File: src/rtl/tpu_pkg.sv
// ---------------------------------------------------------------------------
// tpu_pkg
// Shared definitions for the systolic-array front end.
//   ARRAY_N_DEFAULT    : default rows = columns of the PE array
//   DATA_WIDTH_DEFAULT : default weight word width
//   weight_t           : signed fixed-point weight word
//   feeder_state_t     : weight feeder FSM states (FILL, DRAIN)
//   burst_width()      : bits needed for a burst counter that spans 0..2N
//   index_width()      : bits needed to index N slots (never less than 1)
// ---------------------------------------------------------------------------
package tpu_pkg;

    localparam int ARRAY_N_DEFAULT    = 2;
    localparam int DATA_WIDTH_DEFAULT = 16;

    typedef logic signed [DATA_WIDTH_DEFAULT-1:0] weight_t;

    typedef enum logic {
        FILL  = 1'b0,
        DRAIN = 1'b1
    } feeder_state_t;

    function automatic int burst_width(input int n);
        return $clog2(2 * n + 1);
    endfunction

    function automatic int index_width(input int n);
        return (n > 1) ? $clog2(n) : 1;
    endfunction

endpackage

File: src/rtl/weight_feeder_if.sv
// ---------------------------------------------------------------------------
// weight_feeder_if
// Valid/ready weight stream from the unified buffer into the weight feeder.
//   w_data_in   : weight word
//   w_valid_in  : word valid
//   w_ready_out : feeder can accept a word this cycle
// Modports: master (buffer side), slave (feeder side).
// ---------------------------------------------------------------------------
interface weight_feeder_if #(
    parameter int DATA_WIDTH = 16
) ();
    logic [DATA_WIDTH-1:0] w_data_in;
    logic                  w_valid_in;
    logic                  w_ready_out;

    modport master (
        output w_data_in,
        output w_valid_in,
        input  w_ready_out
    );

    modport slave (
        input  w_data_in,
        input  w_valid_in,
        output w_ready_out
    );
endinterface

File: src/rtl/weight_skew_col.sv
// ---------------------------------------------------------------------------
// weight_skew_col
// Per-column skew logic: given the burst index of a drain and this column's
// staged slots, selects the slot to send and raises accept/switch.
//   active   : a drain beat is being produced
//   burst    : burst counter b of that beat
//   slots    : this column's staged words, slot s at index s
//   weight   : slots[b-COL] inside the accept window, else 0
//   accept_w : high for COL <= b < COL+ARRAY_N
//   switch_w : high at b == COL+ARRAY_N
// Purely combinational; the top level registers the results.
// ---------------------------------------------------------------------------
module weight_skew_col
    import tpu_pkg::*;
#(
    parameter int ARRAY_N    = ARRAY_N_DEFAULT,
    parameter int DATA_WIDTH = DATA_WIDTH_DEFAULT,
    parameter int COL        = 0,
    parameter int BW         = burst_width(ARRAY_N),
    parameter int SW         = index_width(ARRAY_N)
) (
    input  logic                               active,
    input  logic [BW-1:0]                      burst,
    input  logic [ARRAY_N-1:0][DATA_WIDTH-1:0] slots,
    output logic [DATA_WIDTH-1:0]              weight,
    output logic                               accept_w,
    output logic                               switch_w
);

    logic [BW-1:0] rel_s;
    logic [SW-1:0] slot_s;
    logic          in_window_s;

    // Column window decode: each column lags the previous one by one beat.
    always_comb begin
        rel_s       = burst - BW'(COL);
        slot_s      = rel_s[SW-1:0];
        in_window_s = (burst >= BW'(COL)) && (rel_s < BW'(ARRAY_N));
        weight      = '0;
        accept_w    = 1'b0;
        switch_w    = 1'b0;
        if (active && in_window_s) begin
            accept_w = 1'b1;
            weight   = slots[slot_s];
        end else begin
            accept_w = 1'b0;
            weight   = '0;
        end
        if (active && (burst == BW'(COL + ARRAY_N))) begin
            switch_w = 1'b1;
        end else begin
            switch_w = 1'b0;
        end
    end

endmodule

File: src/rtl/weight_feeder.sv
// ---------------------------------------------------------------------------
// weight_feeder
// Collects an ARRAY_N x ARRAY_N weight tile (column-major, deepest row first)
// from a valid/ready stream and replays it into the top PE of every column
// with a one-beat-per-column diagonal skew, followed by the switch pulse.
// Ports:
//   clk, rst          : clock; asynchronous active-low reset
//   enable            : 0 clears everything synchronously
//   w_bus (slave)     : w_data_in / w_valid_in / w_ready_out stream
//   col_weight_out    : column c weight at [c*DATA_WIDTH +: DATA_WIDTH]
//   col_accept_w_out  : per-column accept strobe
//   col_switch_out    : per-column switch strobe
//   busy_out          : high on the 2*ARRAY_N weight/switch beats
//   done_out          : one-cycle pulse after the last column switches
// Option macro WEIGHT_FEEDER_DBUF_EN: ping-pong staging so the next tile
// fills while the current one drains. Assumes ARRAY_N >= 2 so the final
// word of a tile is never needed on the first drain beat.
// ---------------------------------------------------------------------------
module weight_feeder
    import tpu_pkg::*;
#(
    parameter int ARRAY_N    = ARRAY_N_DEFAULT,
    parameter int DATA_WIDTH = DATA_WIDTH_DEFAULT
) (
    input  logic                          clk,
    input  logic                          rst,
    input  logic                          enable,
    weight_feeder_if.slave                w_bus,
    output logic [ARRAY_N*DATA_WIDTH-1:0] col_weight_out,
    output logic [ARRAY_N-1:0]            col_accept_w_out,
    output logic [ARRAY_N-1:0]            col_switch_out,
    output logic                          busy_out,
    output logic                          done_out
);

    localparam int            BW     = burst_width(ARRAY_N);
    localparam int            SW     = index_width(ARRAY_N);
    // Burst value of the done beat; DRAIN holds one extra beat to emit it.
    localparam logic [BW-1:0] DONE_B = BW'(2 * ARRAY_N);
`ifdef WEIGHT_FEEDER_DBUF_EN
    localparam int            NBANK   = 2;
    localparam bit            DBUF_EN = 1'b1;
`else
    localparam int            NBANK   = 1;
    localparam bit            DBUF_EN = 1'b0;
`endif

    feeder_state_t state_r, state_n_s;
    logic [BW-1:0] burst_r, burst_n_s;
    logic [SW-1:0] wr_col_r, wr_col_n_s;
    logic [SW-1:0] wr_slot_r, wr_slot_n_s;
    logic          wbank_r, wbank_n_s, rbank_n_s;
    logic          pending_r, pending_n_s;
    logic          ready_r, ready_n_s;
    logic          xfer_s, last_s, drain_n_s;

    logic [DATA_WIDTH-1:0] staging_r [NBANK][ARRAY_N][ARRAY_N];

    logic [ARRAY_N-1:0][ARRAY_N-1:0][DATA_WIDTH-1:0] rd_cols_s;
    logic [ARRAY_N-1:0][DATA_WIDTH-1:0]              skew_weight_s;
    logic [ARRAY_N-1:0]                              skew_accept_s;
    logic [ARRAY_N-1:0]                              skew_switch_s;

    logic [ARRAY_N-1:0][DATA_WIDTH-1:0] col_weight_r;
    logic [ARRAY_N-1:0]                 col_accept_r;
    logic [ARRAY_N-1:0]                 col_switch_r;
    logic                               busy_r;
    logic                               done_r;

    // Next-state logic: write pointers, FSM, burst counter and bank swap.
    always_comb begin
        state_n_s   = state_r;
        burst_n_s   = burst_r;
        wr_col_n_s  = wr_col_r;
        wr_slot_n_s = wr_slot_r;
        wbank_n_s   = wbank_r;
        pending_n_s = pending_r;
        xfer_s      = w_bus.w_valid_in && ready_r;
        last_s      = xfer_s && (wr_col_r == SW'(ARRAY_N - 1))
                             && (wr_slot_r == SW'(ARRAY_N - 1));

        if (xfer_s) begin
            if (wr_slot_r == SW'(ARRAY_N - 1)) begin
                wr_slot_n_s = '0;
                if (wr_col_r == SW'(ARRAY_N - 1)) begin
                    wr_col_n_s = '0;
                end else begin
                    wr_col_n_s = wr_col_r + SW'(1);
                end
            end else begin
                wr_slot_n_s = wr_slot_r + SW'(1);
                wr_col_n_s  = wr_col_r;
            end
        end else begin
            wr_slot_n_s = wr_slot_r;
            wr_col_n_s  = wr_col_r;
        end

        case (state_r)
            FILL: begin
                burst_n_s = '0;
                if (last_s) begin
                    state_n_s = DRAIN;
                    wbank_n_s = DBUF_EN ? ~wbank_r : wbank_r;
                end else begin
                    state_n_s = FILL;
                end
            end
            DRAIN: begin
                if (burst_r == DONE_B) begin
                    burst_n_s = '0;
                    // A shadow tile that is already full (or completes now)
                    // starts draining on the very next beat.
                    if (pending_r || last_s) begin
                        state_n_s   = DRAIN;
                        wbank_n_s   = DBUF_EN ? ~wbank_r : wbank_r;
                        pending_n_s = 1'b0;
                    end else begin
                        state_n_s = FILL;
                    end
                end else begin
                    burst_n_s = burst_r + BW'(1);
                    if (last_s) begin
                        pending_n_s = 1'b1;
                    end else begin
                        pending_n_s = pending_r;
                    end
                end
            end
            default: begin
                state_n_s   = FILL;
                burst_n_s   = '0;
                pending_n_s = 1'b0;
            end
        endcase

        drain_n_s = (state_n_s == DRAIN);
        // The drained bank is always the one not being filled.
        rbank_n_s = DBUF_EN ? ~wbank_n_s : wbank_n_s;
        ready_n_s = DBUF_EN ? !pending_n_s : (state_n_s == FILL);
    end

    // Gather the staged columns of the bank that the next beat reads.
    always_comb begin
        rd_cols_s = '0;
        for (int c = 0; c < ARRAY_N; c++) begin
            for (int s = 0; s < ARRAY_N; s++) begin
                rd_cols_s[c][s] = staging_r[rbank_n_s][c][s];
            end
        end
    end

    for (genvar c = 0; c < ARRAY_N; c++) begin : g_col
        weight_skew_col #(
            .ARRAY_N    (ARRAY_N),
            .DATA_WIDTH (DATA_WIDTH),
            .COL        (c),
            .BW         (BW),
            .SW         (SW)
        ) u_skew (
            .active   (drain_n_s),
            .burst    (burst_n_s),
            .slots    (rd_cols_s[c]),
            .weight   (skew_weight_s[c]),
            .accept_w (skew_accept_s[c]),
            .switch_w (skew_switch_s[c])
        );
    end

    // Control state registers with async reset and enable-driven clear.
    always_ff @(posedge clk or negedge rst) begin
        if (!rst) begin
            state_r   <= FILL;
            burst_r   <= '0;
            wr_col_r  <= '0;
            wr_slot_r <= '0;
            wbank_r   <= 1'b0;
            pending_r <= 1'b0;
            ready_r   <= 1'b0;
        end else if (!enable) begin
            state_r   <= FILL;
            burst_r   <= '0;
            wr_col_r  <= '0;
            wr_slot_r <= '0;
            wbank_r   <= 1'b0;
            pending_r <= 1'b0;
            ready_r   <= 1'b0;
        end else begin
            state_r   <= state_n_s;
            burst_r   <= burst_n_s;
            wr_col_r  <= wr_col_n_s;
            wr_slot_r <= wr_slot_n_s;
            wbank_r   <= wbank_n_s;
            pending_r <= pending_n_s;
            ready_r   <= ready_n_s;
        end
    end

    // Staging storage: accepted words land at [bank][column][slot].
    always_ff @(posedge clk or negedge rst) begin
        if (!rst) begin
            for (int b = 0; b < NBANK; b++) begin
                for (int c = 0; c < ARRAY_N; c++) begin
                    for (int s = 0; s < ARRAY_N; s++) begin
                        staging_r[b][c][s] <= '0;
                    end
                end
            end
        end else if (!enable) begin
            for (int b = 0; b < NBANK; b++) begin
                for (int c = 0; c < ARRAY_N; c++) begin
                    for (int s = 0; s < ARRAY_N; s++) begin
                        staging_r[b][c][s] <= '0;
                    end
                end
            end
        end else if (xfer_s) begin
            staging_r[wbank_r][wr_col_r][wr_slot_r] <= w_bus.w_data_in;
        end else begin
            staging_r[wbank_r][wr_col_r][wr_slot_r] <= staging_r[wbank_r][wr_col_r][wr_slot_r];
        end
    end

    // Output registers, loaded with the beat that the next state describes.
    always_ff @(posedge clk or negedge rst) begin
        if (!rst) begin
            col_weight_r <= '0;
            col_accept_r <= '0;
            col_switch_r <= '0;
            busy_r       <= 1'b0;
            done_r       <= 1'b0;
        end else if (!enable) begin
            col_weight_r <= '0;
            col_accept_r <= '0;
            col_switch_r <= '0;
            busy_r       <= 1'b0;
            done_r       <= 1'b0;
        end else begin
            col_weight_r <= skew_weight_s;
            col_accept_r <= skew_accept_s;
            col_switch_r <= skew_switch_s;
            busy_r       <= drain_n_s && (burst_n_s < DONE_B);
            done_r       <= drain_n_s && (burst_n_s == DONE_B);
        end
    end

    assign w_bus.w_ready_out = ready_r;
    assign col_weight_out    = col_weight_r;
    assign col_accept_w_out  = col_accept_r;
    assign col_switch_out    = col_switch_r;
    assign busy_out          = busy_r;
    assign done_out          = done_r;

endmodule
File: src/flat_wrapper.sv
// flat-port wrapper written by rule: the top's interface ports become plain ports
module weight_feeder_flat import tpu_pkg::*;
#(
    parameter int ARRAY_N    = ARRAY_N_DEFAULT,
    parameter int DATA_WIDTH = DATA_WIDTH_DEFAULT
)
  (clk, rst, enable, col_weight_out, col_accept_w_out, col_switch_out, busy_out, done_out, w_bus_w_data_in, w_bus_w_valid_in, w_bus_w_ready_out);
  weight_feeder_if #(.DATA_WIDTH(DATA_WIDTH)) w_bus_i ();
  input  logic clk;
  input  logic rst;
  input  logic enable;
  output logic [ARRAY_N*DATA_WIDTH-1:0] col_weight_out;
  output logic [ARRAY_N-1:0] col_accept_w_out;
  output logic [ARRAY_N-1:0] col_switch_out;
  output logic busy_out;
  output logic done_out;
  input wire logic [$bits(w_bus_i.w_data_in)-1:0] w_bus_w_data_in;
  input wire logic [$bits(w_bus_i.w_valid_in)-1:0] w_bus_w_valid_in;
  output wire logic [$bits(w_bus_i.w_ready_out)-1:0] w_bus_w_ready_out;
  assign w_bus_i.w_data_in = w_bus_w_data_in;
  assign w_bus_i.w_valid_in = w_bus_w_valid_in;
  assign w_bus_w_ready_out = w_bus_i.w_ready_out;
  weight_feeder #(.ARRAY_N(ARRAY_N), .DATA_WIDTH(DATA_WIDTH)) u_core (.clk(clk), .rst(rst), .enable(enable), .w_bus(w_bus_i), .col_weight_out(col_weight_out), .col_accept_w_out(col_accept_w_out), .col_switch_out(col_switch_out), .busy_out(busy_out), .done_out(done_out));
endmodule
File: config.mk
export PLATFORM = sky130hd
export DESIGN_NAME = weight_feeder_flat
export DESIGN_NICKNAME = d
export VERILOG_FILES = /design/src/rtl/tpu_pkg.sv /design/src/rtl/weight_feeder_if.sv /design/src/rtl/weight_skew_col.sv /design/src/rtl/weight_feeder.sv /design/src/flat_wrapper.sv
export SDC_FILE = /design/constraint.sdc
export NUM_CORES = 1
export LEC_CHECK = 0
export CORE_AREA = 2 2 103 85
export CTS_CLUSTER_DIAMETER = 150
export DETAILED_ROUTE_END_ITERATION = 16
export DIE_AREA = 0 0 105 87
export PLACE_DENSITY = 0.83
export SYNTH_ARGS = -nofsm -noshare
export SYNTH_HDL_FRONTEND = slang
export SYNTH_SLANG_ARGS = --single-unit
export TNS_END_PERCENT = 50
File: constraint.sdc
create_clock -name clk -period 4.25 [get_ports clk]
set_input_delay 0.85 -clock clk [delete_from_list [all_inputs] [get_ports clk]]
set_output_delay 0.85 -clock clk [all_outputs]
set_load 0.03 [all_outputs]
==> Flow_metrics.wiki, run 1 <==
{| class="wikitable"
! Metric !! Value
|-
| Vias after detailed routing || 3230
|-
| Global placer's final weighted congestion || between 0.8 and 0.9
|-
| Post-synthesis average cell area || 10.60 um^2
|-
| Setup Fix Bufs, Post-CTS || 0
|-
| Source-to-sink clock delay at the later pin of the worst-skew pair || about 0.37 ns
|-
| DRC violation count after routing || 0
|-
| Number of antenna violations at the first check in global routing || 0
|-
| Final Routed Wirelength || 9715 um
|-
| Final Hold Viols || 0
|-
| Post-route ant nets || 0
|-
| Clock buffer depth || 2
|-
| Layout area overhead || 17.50%
|-
| CP Data Required Time || between 4 and 5 ns
|-
| Relative slew slack || 0.2271
|-
| Pin slew with the least headroom to its limit || 1.153 ns
|-
| Pwr Total || 1.919 mW
|-
| Most numerous cell in the Yosys netlist || nand2_1
|-
| Clock Power Share || 0.391
|-
| Tightest Hold Check Type || input port to async pin
|-
| Share of the clock period used by the worst path after layout || 0.6457
|-
| Proportion of netlist area held by the largest area contributor || 0.5834
|-
| Clock tree sinks || 110
|-
| Global Route Usage Sum || 0.2329
|-
| Start of the worst register-to-register path || u_core.burst_r[0]
|-
| Part of the total power dissipated in sequential elements || 0.555
|-
| Total of warnings raised by yosys || 0
|-
| Number of nets produced by synthesis || 469
|-
| Post_cts resized || 0
|-
| Initial core utilization || 0.5766
|-
| Average routed wire per standard cell || 15.90 um
|-
| End of the worst register-to-register path || u_core.col_weight_out[19]
|-
| Family with the most delay on the worst path || simple AND/OR/NAND/NOR gates
|-
| Crit path time final || 2.744 ns
|-
| Depth of the CTS H-tree || 3
|-
| Total standard cell area after synthesis || between 4000 and 5000 um^2
|-
| Total Neg Setup Slack || 0 ns
|-
| Core area || 8183 um^2
|-
| Worst Setup Path Type || flip-flop to flip-flop
|-
| Power density over the cells || ~350 nW/um^2
|-
| Ant. Diodes || 0
|-
| Worst clock skew on the final layout || 0.005880 ns
|-
| TritonCTS clock tree || yes
|-
| Slowest stage cell on the critical path || and2_4
|-
| Cell repeated most along the worst path || ha_1
|-
| Maximum ir drop on the vdd rail || 0.1982 mV
|-
| Critical path launch point type || flip-flop
|-
| Number of buffer and inverter stages on the critical path || 1
|-
| Pre-antenna DRT Iters || 4
|-
| Final count of negative-setup-slack endpoints || 0
|-
| Vias in the first global route || 3339
|-
| Width of the die || 105 um
|-
| Number of max-cap violations || 0
|-
| Share of synthesized area occupied by flip-flops and latches || 0.5834
|-
| Cell count of the worst reg-to-reg path || 8
|-
| Pin count of the biggest net entering global routing || 58
|-
| Starting DRT DRC Count || 161
|-
| IO Pins || 59
|-
| Comb power frac || 0.054
|-
| Primary flip-flop cell chosen by synthesis mapping || dfrtp_1
|-
| CP Data Arrival Time || 3.04 ns
|-
| Count of flip-flops with a built-in enable after synthesis || 0
|-
| Filler Cells Inserted || 664
|-
| Share of synthesized flip-flops with an asynchronous set or reset || 1.000
|-
| Number of register bits inferred by synthesis || 110
|-
| Reg clk slew, reported paths || 0.09 ns
|-
| Root buffer cell || clkbuf_8
|-
| Number of buffers inserted during clock tree synthesis || 9
|-
| Largest incremental delay on the critical path || 0.59 ns
|-
| Top achievable clock speed || 0.3644 GHz
|-
| List of most frequent post-synthesis cells || nand2_1, dfrtp_1, a21boi_1, mux2i_1
|-
| Critical Path Stages || 8
|-
| Synth Instances || about 450
|-
| Switching power summed over all nets || 414.3 uW
|-
| Global-route wire length before repair || 16480 um
|-
| Sw frac || 0.2159
|-
| Critical path, cell by cell || inv_1 > ha_1 > a21boi_2 > and2_4 > ha_1 > nor3_1 > o21ai_2 > nor2_1
|-
| Unique cell type count in the Yosys netlist || 36
|-
| Critical Path Sink Type || flip-flop
|-
| Port Buf Inserts || between 50 and 60
|-
| Die Outline Area || 9135 um^2
|-
| Overflow left after global routing || 0
|-
| Number of rows in the core area || 30
|-
| Critical Path Fanout Max || 35
|-
| Number of nets in the layout || 518
|-
| Vias per inst || 5.286
|-
| RSZ-0062 raised after global routing || no
|-
| Count of pins over their slew limit || 0
|-
| Cell type contributing the most total cell area after synthesis || dfrtp_1
|-
| Dpl hpwl || 6444 um
|-
| DIE HEIGHT || 87 um
|-
| # hold bufs at CTS || 0
|-
| Leakage power summed over all cells || 2.309 nW
|-
| Cells taking the most area after synthesis || dfrtp_1, nand2_1, mux2i_1
|-
| Design internal power || 1.505 mW
|-
| Worst reg2reg setup slack || 1.51 ns
|-
| Result of the run || completed
|-
| Fraction of layout cells with a size suffix above 1 || 0.08617
|}
[layout by cell type (no fill, tap or decap), types with 3 or more instances in the layout]
cell type        instances
clkbuf_8                10
nor2_1                  25
bufinv_16                3
a21boi_0                25
inv_2                    3
inv_1                    5
ha_1                     4
a21boi_1                40
buf_4                    5
clkdlybuf4s50_1         57
nor2b_1                  3
dfrtp_1                110
and2_1                   3
nor2_2                  10
mux2i_1                 32
nand2_1                137
[routing by layer]
layer,vias to the layer above,share of wire,global-route usage
li1,1546,-,-
met1,1603,0.43,0.2955
met2,73,0.52,0.4073
met3,8,0.044,0.06058
met4,0,0.0077,0.05455
met5,-,0,0
[cell families (layout without fill, tap and decap cells)]
family | Yosys count | in the layout | synth area share
compound gates | 74 | 74 | 0.1204
fa+ha+maj | 4 | 4 | 0.01061
buf+inv | 32 | 86 | 0.04243
flops | 110 | 110 | 0.5834
mux | 32 | 32 | 0.06789
simple gates | 193 | 193 | 0.1753
[final cells by class]
cell class	instances	area, um^2	share of cell area
sequential	110	2753	0.4965
multi-input combinational	303	1765	0.3184
timing repair buffer	62	608.1	0.1097
clock buffer	11	141.4	0.02550
tap	112	140.1	0.02528
clock inverter	5	106.4	0.01918
inverter	8	30.03	0.005416
[flip-flops by register name, indices dropped and copies added (netlist names), 2 cells and up]
| register | flops |
|---|---|
| u_core.col_switch_out | 2 |
| u_core.col_accept_w_out | 2 |
| u_core.burst_r | 3 |
| u_core.staging_r | 64 |
| u_core.col_weight_out | 32 |
[worst max path at each step]
stage                                  from                        end  slack [ns]
final                     u_core.burst_r[0]  u_core.col_weight_out[19]        1.51
after global routing      u_core.burst_r[0]  u_core.col_weight_out[21]        1.30
after CTS                 u_core.burst_r[0]  u_core.col_weight_out[19]        1.53
after detailed placement             enable   u_core.col_weight_out[2]        1.25
after global placement               enable   u_core.col_weight_out[8]        1.31
after floorplan           u_core.burst_r[0]  u_core.col_weight_out[22]        2.08
[power groups by stage]
stage          Clock [mW]  Sequential (mW)  Combinational (mW)
6_report            0.750             1.07               0.104
5_1_grt             0.807             1.07               0.116
4_1_cts             0.759             1.07               0.105
3_5_place_dp            0             1.09               0.104
3_3_place_gp            0             1.09               0.101
2_1_floorplan           0             1.08              0.0437
[worst reg2reg max path, stage by stage (launching register included)]
cell,delay (ns)
dfrtp_1,0.38
inv_1,0.08
ha_1,0.26
a21boi_2,0.25
and2_4,0.60
ha_1,0.39
nor3_1,0.22
o21ai_2,0.31
nor2_1,0.20
[through the flow]
step	worst slack [ns]	hold slack [ns]	util	instance area (um^2)	cells
2_1_floorplan	2.080	0.4552	-	4718	445
5_1_grt	1.299	0.5335	0.6775	5544	611
3_5_place_dp	1.253	0.4950	0.6472	5296	595
4_1_cts	1.532	0.5166	0.6775	5544	611
6_report	1.506	0.5174	0.6775	5544	611
3_3_place_gp	1.314	0.4727	0.6472	5296	595
Note: power is estimated with default switching activity, not from simulation.
==> inputs of run 2 (changes only) <==
--- a/config.mk
+++ b/config.mk
@@ -5,11 +5,11 @@
 export SDC_FILE = /design/constraint.sdc
 export NUM_CORES = 1
 export LEC_CHECK = 0
-export CORE_AREA = 2 2 103 85
+export CORE_AREA = 2 2 107 88
 export CTS_CLUSTER_DIAMETER = 150
 export DETAILED_ROUTE_END_ITERATION = 16
-export DIE_AREA = 0 0 105 87
-export PLACE_DENSITY = 0.83
+export DIE_AREA = 0 0 109 90
+export PLACE_DENSITY = 0.78
 export SYNTH_ARGS = -nofsm -noshare
 export SYNTH_HDL_FRONTEND = slang
 export SYNTH_SLANG_ARGS = --single-unit
==> constraint.sdc (replaced) <==
create_clock -name clk -period 2.6 [get_ports clk]
set_input_delay 0.52 -clock clk [delete_from_list [all_inputs] [get_ports clk]]
set_output_delay 0.52 -clock clk [all_outputs]
set_load 0.03 [all_outputs]
==> run 2 against run 1 <==
Cell area is essentially flat. Worst hold slack lost 0.31 ns. Sequential power rose by 63%. First-iteration DRC count down 12%. Total power grew 50%. Core utilization fell by 4.8 points. Via count is 0.84% higher. Global-route usage decreased by 1.9 points.
==> Flow_metrics.wiki, run 2 (same netlist as run 1, synthesis figures left out) <==
{| class="wikitable"
! Metric !! Value
|-
| Clock buffer depth || 2 (unchanged)
|-
| # hold bufs at CTS || 0 (unchanged)
|-
| Cell repeated most along the worst path || ha_1
|-
| Critical path launch point type || flip-flop
|-
| Final Hold Viols || 0 (unchanged)
|-
| IO Pins || 59 (unchanged)
|-
| Most used cells in the layout excluding fill and tap cells || nand2_1, dfrtp_1, clkdlybuf4s50_1
|-
| CP Data Required Time || 2.83 ns (-1.72 ns)
|-
| Final Routed Wirelength || 9542 um (-1.8%)
|-
| Worst Setup Path Type || flip-flop to flip-flop
|-
| Number of max-cap violations || 0 (unchanged)
|-
| Filler Cells Inserted || 740 (+11%)
|-
| Starting DRT DRC Count || 142 (-12%)
|-
| Top achievable clock speed || 0.4437 GHz (+22%)
|-
| Share of the clock period used by the worst path after layout || 0.8669 (+0.2211)
|-
| Pre-antenna DRT Iters || 4 (unchanged)
|-
| Largest incremental delay on the critical path || 0.50 ns (-0.09 ns)
|-
| Average routed wire per standard cell || 15.42 um (-3.1%)
|-
| Reg clk slew, reported paths || 0.10 ns (about the same)
|-
| Root buffer cell || clkbuf_8
|-
| Worst clock skew on the final layout || 0.008786 ns (+0.002906 ns)
|-
| Result of the run || completed
|-
| Pin slew with the least headroom to its limit || 0.7110 ns (-0.4420 ns)
|-
| RSZ-0062 raised after global routing || no
|-
| Number of buffers inserted during clock tree synthesis || 9 (unchanged)
|-
| Number of buffer and inverter stages on the critical path || 1 (unchanged)
|-
| Count of pins over their slew limit || 0 (unchanged)
|-
| Overflow left after global routing || 0 (unchanged)
|-
| Maximum ir drop on the vdd rail || 0.3292 mV (+66%)
|-
| Number of nets in the layout || 523 (+0.97%)
|-
| Number of antenna violations at the first check in global routing || 0 (unchanged)
|-
| Port Buf Inserts || 58 (unchanged)
|-
| Critical Path Fanout Max || 17 (-51%)
|-
| TritonCTS clock tree || yes
|-
| Post-route ant nets || 0 (unchanged)
|-
| Source-to-sink clock delay at the later pin of the worst-skew pair || 0.37 ns (about the same)
|-
| Die Outline Area || 9810 um^2 (+7.4%)
|-
| Depth of the CTS H-tree || 3 (unchanged)
|-
| CP Data Arrival Time || 2.48 ns (-0.56 ns)
|-
| Dpl hpwl || 6330 um (-1.8%)
|-
| Global Route Usage Sum || 0.2136 (-0.01928)
|-
| Fraction of layout cells with a size suffix above 1 || 0.09722 (+0.01105)
|-
| Most common cell after layout, fill and taps aside || nand2_1
|-
| Relative slew slack || 0.5255 (+0.2984)
|-
| Ant. Diodes || 0 (unchanged)
|-
| Vias in the first global route || 3269 (-2.1%)
|-
| Number of rows in the core area || 31 (+3.3%)
|-
| Tightest Hold Check Type || input port to async pin
|-
| Area post-placement || 5350 um^2 (+1.0%)
|-
| Initial core utilization || 0.5359 (-0.04072)
|-
| Global placer's final weighted congestion || 0.8077 (unchanged)
|-
| Flip-flop count of the largest register, all copies and words added || 64 (unchanged)
|-
| Global-route wire length before repair || 16340 um (-0.88%)
|-
| Vias per inst || 5.262 (-0.47%)
|-
| Finished Cell Area || 5543 um^2 (about the same)
|-
| Critical Path Sink Type || flip-flop
|-
| Core area || 8805 um^2 (+7.6%)
|-
| DIE HEIGHT || 90 um (+3.4%)
|-
| Vias after detailed routing || 3257 (+0.84%)
|-
| Final count of negative-setup-slack endpoints || 0 (unchanged)
|-
| Largest register by flop count || u_core.staging_r
|-
| Slowest stage cell on the critical path || o21ai_4
|-
| Total Neg Setup Slack || 0 ns (unchanged)
|-
| Power density over the cells || 518.4 nW/um^2 (+50%)
|-
| Layout area overhead || 17.48% (about the same)
|-
| DRC violation count after routing || 0 (unchanged)
|-
| Clock tree sinks || 110 (unchanged)
|-
| Width of the die || 109 um (+3.8%)
|-
| Pin count of the biggest net entering global routing || 67 (+16%)
|-
| Leakage power summed over all cells || 2.311 nW (about the same)
|-
| Family with the most delay on the worst path || compound AO/OA/AOI/OAI gates
|-
| Crit path time final || 2.254 ns (-0.4905 ns)
|-
| Critical path, cell by cell || inv_1 > ha_1 > a21boi_2 > nand2_1 > ha_1 > a21o_2 > o21ai_4 > nor2_1
|}
[run 2: worst reg2reg max path, cell delays in order (launching register included)]
cell and delay, ns:
dfrtp_1 0.39, inv_1 0.09, ha_1 0.25, a21boi_2 0.26, nand2_1 0.12, ha_1 0.21, a21o_2 0.20, o21ai_4 0.50
nor2_1 0.11
[run 2: routing by layer]
metal  global-route usage  wire length [um]
met2               0.3313              4484
met3              0.04859               515
met1               0.2989              4368
met5                    0                 0
met4              0.06838               173
[run 2: per-stage QoR]
stage	instances	util	hold slack, ns	power, mW	worst slack (ns)
6_report	619	0.6295	0.2040	2.874	0.3462
5_1_grt	619	0.6295	0.2475	2.994	0.2119
4_1_cts	619	0.6287	0.2137	2.900	0.1171
3_5_place_dp	603	0.6076	0.4878	1.948	0.1332
3_3_place_gp	603	0.6076	0.4873	1.945	0.3080
2_1_floorplan	445	-	0.2244	1.845	0.4304
[run 2: path summary, 6_finish.rpt]
kind	to	start	slack [ns]	cells after the start
max in group asynchronous	u_core.staging_r[45]	rst	1.73	2
worst max register to register	u_core.col_weight_out[16]	u_core.burst_r[0]	0.35	8
worst max-delay path	u_core.col_weight_out[16]	u_core.burst_r[0]	0.35	8
worst min-delay path	u_core.burst_r[0]	rst	0.20	1
worst min register to register	u_core.pending_r	u_core.pending_r	0.50	2
min in group clk	u_core.pending_r	u_core.pending_r	0.50	2
[run 2: report_power, final]
| group | internal [mW] | switching (mW) |
|---|---|---|
| Sequential | 1.73 | 0.0132 |
| Clock | 0.400 | 0.561 |
| Combinational | 0.0672 | 0.104 |
| Total | 2.20 | 0.678 |
[run 2: layout make-up]
cell class              instances  area, um^2  area share
clock buffers                  11       151.4     0.02731
flip-flops and latches        110        2753      0.4966
well taps                     115       143.9     0.02596
clock inverters                 5       33.78    0.006095
repair buffers                 67       658.1      0.1187
inverters                       8       30.03    0.005418
multi-input cells             303        1773      0.3199
[run 2: repair_timing]
item                       in CTS  in global routing
resized for setup               0                  1
setup endpoints to repair       0                 12
setup buffers                   0                  0
==> inputs of run 3 (changes only) <==
--- a/config.mk
+++ b/config.mk
@@ -5,11 +5,11 @@
 export SDC_FILE = /design/constraint.sdc
 export NUM_CORES = 1
 export LEC_CHECK = 0
-export CORE_AREA = 2 2 107 88
+export CORE_AREA = 2 2 112 92
 export CTS_CLUSTER_DIAMETER = 150
 export DETAILED_ROUTE_END_ITERATION = 16
-export DIE_AREA = 0 0 109 90
-export PLACE_DENSITY = 0.78
+export DIE_AREA = 0 0 114 94
+export PLACE_DENSITY = 0.72
 export SYNTH_ARGS = -nofsm -noshare
 export SYNTH_HDL_FRONTEND = slang
 export SYNTH_SLANG_ARGS = --single-unit
==> run 3 against run 2 <==
Critical path depth decreased by 1. Clock power is 44% higher. Cell count up 0.81%. Clock skew fell by 0.0019 ns. Core utilization is 3.4 points lower. Routed wire length up 4.4%. Non-clock buffer count grew 1. Register-to-register slack gained 0.04 ns. Sequential power about the same. Cell area up 2.3%. Largest power group unchanged.
==> Flow_metrics.wiki, run 3 (same netlist as run 1, synthesis figures left out) <==
{| class="wikitable"
! Metric !! Value
|-
| Result of the run || completed
|-
| DRC violation count after routing || 0 (unchanged)
|-
| Power density over the cells || 581.7 nW/um^2 (+12%)
|-
| Initial core utilization || 0.4951 (-0.04074)
|-
| Global-route wire length before repair || 16670 um (+2.0%)
|-
| Pre-antenna DRT Iters || 5 (+1)
|-
| Maximum ir drop on the vdd rail || 0.3192 mV (-3.0%)
|-
| Leakage power summed over all cells || 2.367 nW (+2.4%)
|-
| Depth of the CTS H-tree || 3 (unchanged)
|-
| Part of the total power dissipated in sequential elements || 0.528 (-0.078)
|-
| Number of nets in the layout || 524 (+0.19%)
|-
| Worst Setup Path Type || flip-flop to flip-flop
|-
| Source-to-sink clock delay at the later pin of the worst-skew pair || 0.34 ns (-0.03 ns)
|-
| Vias in the first global route || 3340 (+2.2%)
|-
| Worst clock skew on the final layout || 0.006901 ns (-0.001885 ns)
|-
| Switching power summed over all nets || 729.3 uW (+7.5%)
|-
| Count of pins over their slew limit || 0 (unchanged)
|-
| Worst hold slack || 0.1954 ns (-0.008659 ns)
|-
| Sw frac || 0.2210 (-0.01498)
|-
| RSZ-0062 raised after global routing || no
|-
| Average routed wire per standard cell || 15.97 um (+3.6%)
|-
| Critical Path Sink Type || flip-flop
|-
| Design internal power || 2.570 mW (+17%)
|-
| Setup Fix Bufs, Post-CTS || 0 (unchanged)
|-
| Number of antenna violations at the first check in global routing || 0 (unchanged)
|-
| Clock tree sinks || 110 (unchanged)
|-
| Final Hold Viols || 0 (unchanged)
|-
| Number of max-cap violations || 0 (unchanged)
|-
| Port Buf Inserts || 58 (unchanged)
|-
| TritonCTS clock tree || yes
|-
| Global Route Usage Sum || 0.2025 (-0.01110)
|-
| Core area || 9529 um^2 (+8.2%)
|-
| CP Data Required Time || 2.81 ns (-0.02 ns)
|-
| CP Data Arrival Time || 2.42 ns (-0.06 ns)
|-
| Starting DRT DRC Count || 155 (+9.2%)
|-
| Total Neg Setup Slack || 0 ns (unchanged)
|-
| Crit path time final || 2.214 ns (-0.03992 ns)
|-
| Clock Power Share || 0.420 (+0.086)
|-
| Vias per inst || 5.263 (about the same)
|-
| Global placer's final weighted congestion || 0.7710 (-4.5%)
|-
| Number of rows in the core area || 32 (+3.2%)
|-
| Clock buffer depth || 2 (unchanged)
|-
| Vias after detailed routing || 3284 (+0.83%)
|-
| Multi-input combinational cell area || 1773 um^2 (unchanged)
|-
| Filler Cells Inserted || 810 (+9.5%)
|-
| Share of the clock period used by the worst path after layout || 0.8515 (-0.01535)
|-
| Flip-flop count of the largest register, all copies and words added || 64 (unchanged)
|-
| Fraction of layout cells with a size suffix above 1 || 0.09703 (-0.0001925)
|-
| Reg clk slew, reported paths || 0.07 ns (-0.03 ns)
|-
| Pin count of the biggest net entering global routing || 68 (+1.5%)
|-
| Layout area overhead || 20.21%
|-
| Most used cells in the layout excluding fill and tap cells || nand2_1, dfrtp_1, clkdlybuf4s50_1
|-
| Top achievable clock speed || 0.4517 GHz (+1.8%)
|-
| Dpl hpwl || 6295 um (-0.55%)
|-
| Number of buffers inserted during clock tree synthesis || 9 (unchanged)
|-
| Pin slew with the least headroom to its limit || 0.7398 ns (+0.02882 ns)
|-
| DIE HEIGHT || 94 um (+4.4%)
|-
| Relative slew slack || 0.5068 (-0.01870)
|-
| Comb power frac || 0.052 (-0.008)
|-
| Most common cell after layout, fill and taps aside || nand2_1
|-
| Final Routed Wirelength || 9964 um (+4.4%)
|-
| Root buffer cell || clkbuf_16
|-
| IO Pins || 59 (unchanged)
|-
| Final count of negative-setup-slack endpoints || 0 (unchanged)
|-
| Largest register by flop count || u_core.staging_r
|-
| Tightest Hold Check Type || input port to async pin
|-
| Overflow left after global routing || 0 (unchanged)
|-
| Critical path launch point type || flip-flop
|-
| Die Outline Area || 10720 um^2 (+9.2%)
|-
| Ant. Diodes || 0 (unchanged)
|-
| Post-route ant nets || 0 (unchanged)
|-
| Critical Path Fanout Max || 34 (+17)
|-
| Width of the die || 114 um (+4.6%)
|-
| Area used by sequential logic in the layout || 2753 um^2 (unchanged)
|}
-- run 3: metrics by stage --
step	setup WS, ns	cells	utilization	instance area [um^2]	power [mW]
6_report	0.3861	624	0.5952	5672	3.299
3_3_place_gp	0.2978	608	0.5628	5363	1.947
2_1_floorplan	0.4304	445	-	4718	1.845
3_5_place_dp	0.1283	608	0.5628	5363	1.950
4_1_cts	0.1333	624	0.5944	5664	3.327
5_1_grt	0.2198	624	0.5952	5672	3.428
-- run 3: final timing paths --
path	start	end	slack, ns	depth (start not counted)
setup / recovery	u_core.burst_r[0]	u_core.col_weight_out[22]	0.39	7
hold / removal	rst	u_core.busy_out	0.20	1
setup reg to reg	u_core.burst_r[0]	u_core.col_weight_out[22]	0.39	7
hold reg to reg	u_core.staging_r[41]	u_core.col_weight_out[9]	0.52	2
max in group asynchronous	rst	u_core.staging_r[26]	1.66	2
min in group clk	u_core.staging_r[41]	u_core.col_weight_out[9]	0.52	2
-- run 3: worst max-delay path: stages (launching register included) --
cell,delay [ns]
dfrtp_1,0.37
inv_1,0.08
ha_1,0.24
a21boi_2,0.26
and2_4,0.19
buf_4,0.50
mux2i_1,0.38
nor2_2,0.05
-- run 3: per-layer routing --
metal  part of all wire  track usage  up-vias
li1                   -            -     1557
met1               0.46       0.2689     1639
met2               0.48       0.3279       82
met3              0.048      0.05290        6
met4             0.0092      0.06301        0
met5                  0            0        -
-- run 3: what timing repair did --
| action | 4_1_cts | 5_1_grt |
|---|---|---|
| hold buffers | 0 | 0 |
| resized for setup | 0 | 1 |
| endpoints found under the setup margin | 0 | 13 |
-- run 3: area by class of cell --
cell class | instances | share of cell area
Sequential cell | 110 | 0.4853
Multi-Input combinational cell | 303 | 0.3126
Timing Repair Buffer | 68 | 0.1174
Clock buffer | 11 | 0.04280
Tap cell | 119 | 0.02625
Clock inverter | 5 | 0.01037
Inverter | 8 | 0.005295
-- run 3: power by group through the flow --
stage | clock [mW] | combinational [mW] | sequential, mW
3_5_place_dp | 0 | 0.175 | 1.78
5_1_grt | 1.49 | 0.192 | 1.74
2_1_floorplan | 0 | 0.0715 | 1.77
6_report | 1.38 | 0.172 | 1.74
4_1_cts | 1.41 | 0.176 | 1.74
3_3_place_gp | 0 | 0.173 | 1.77
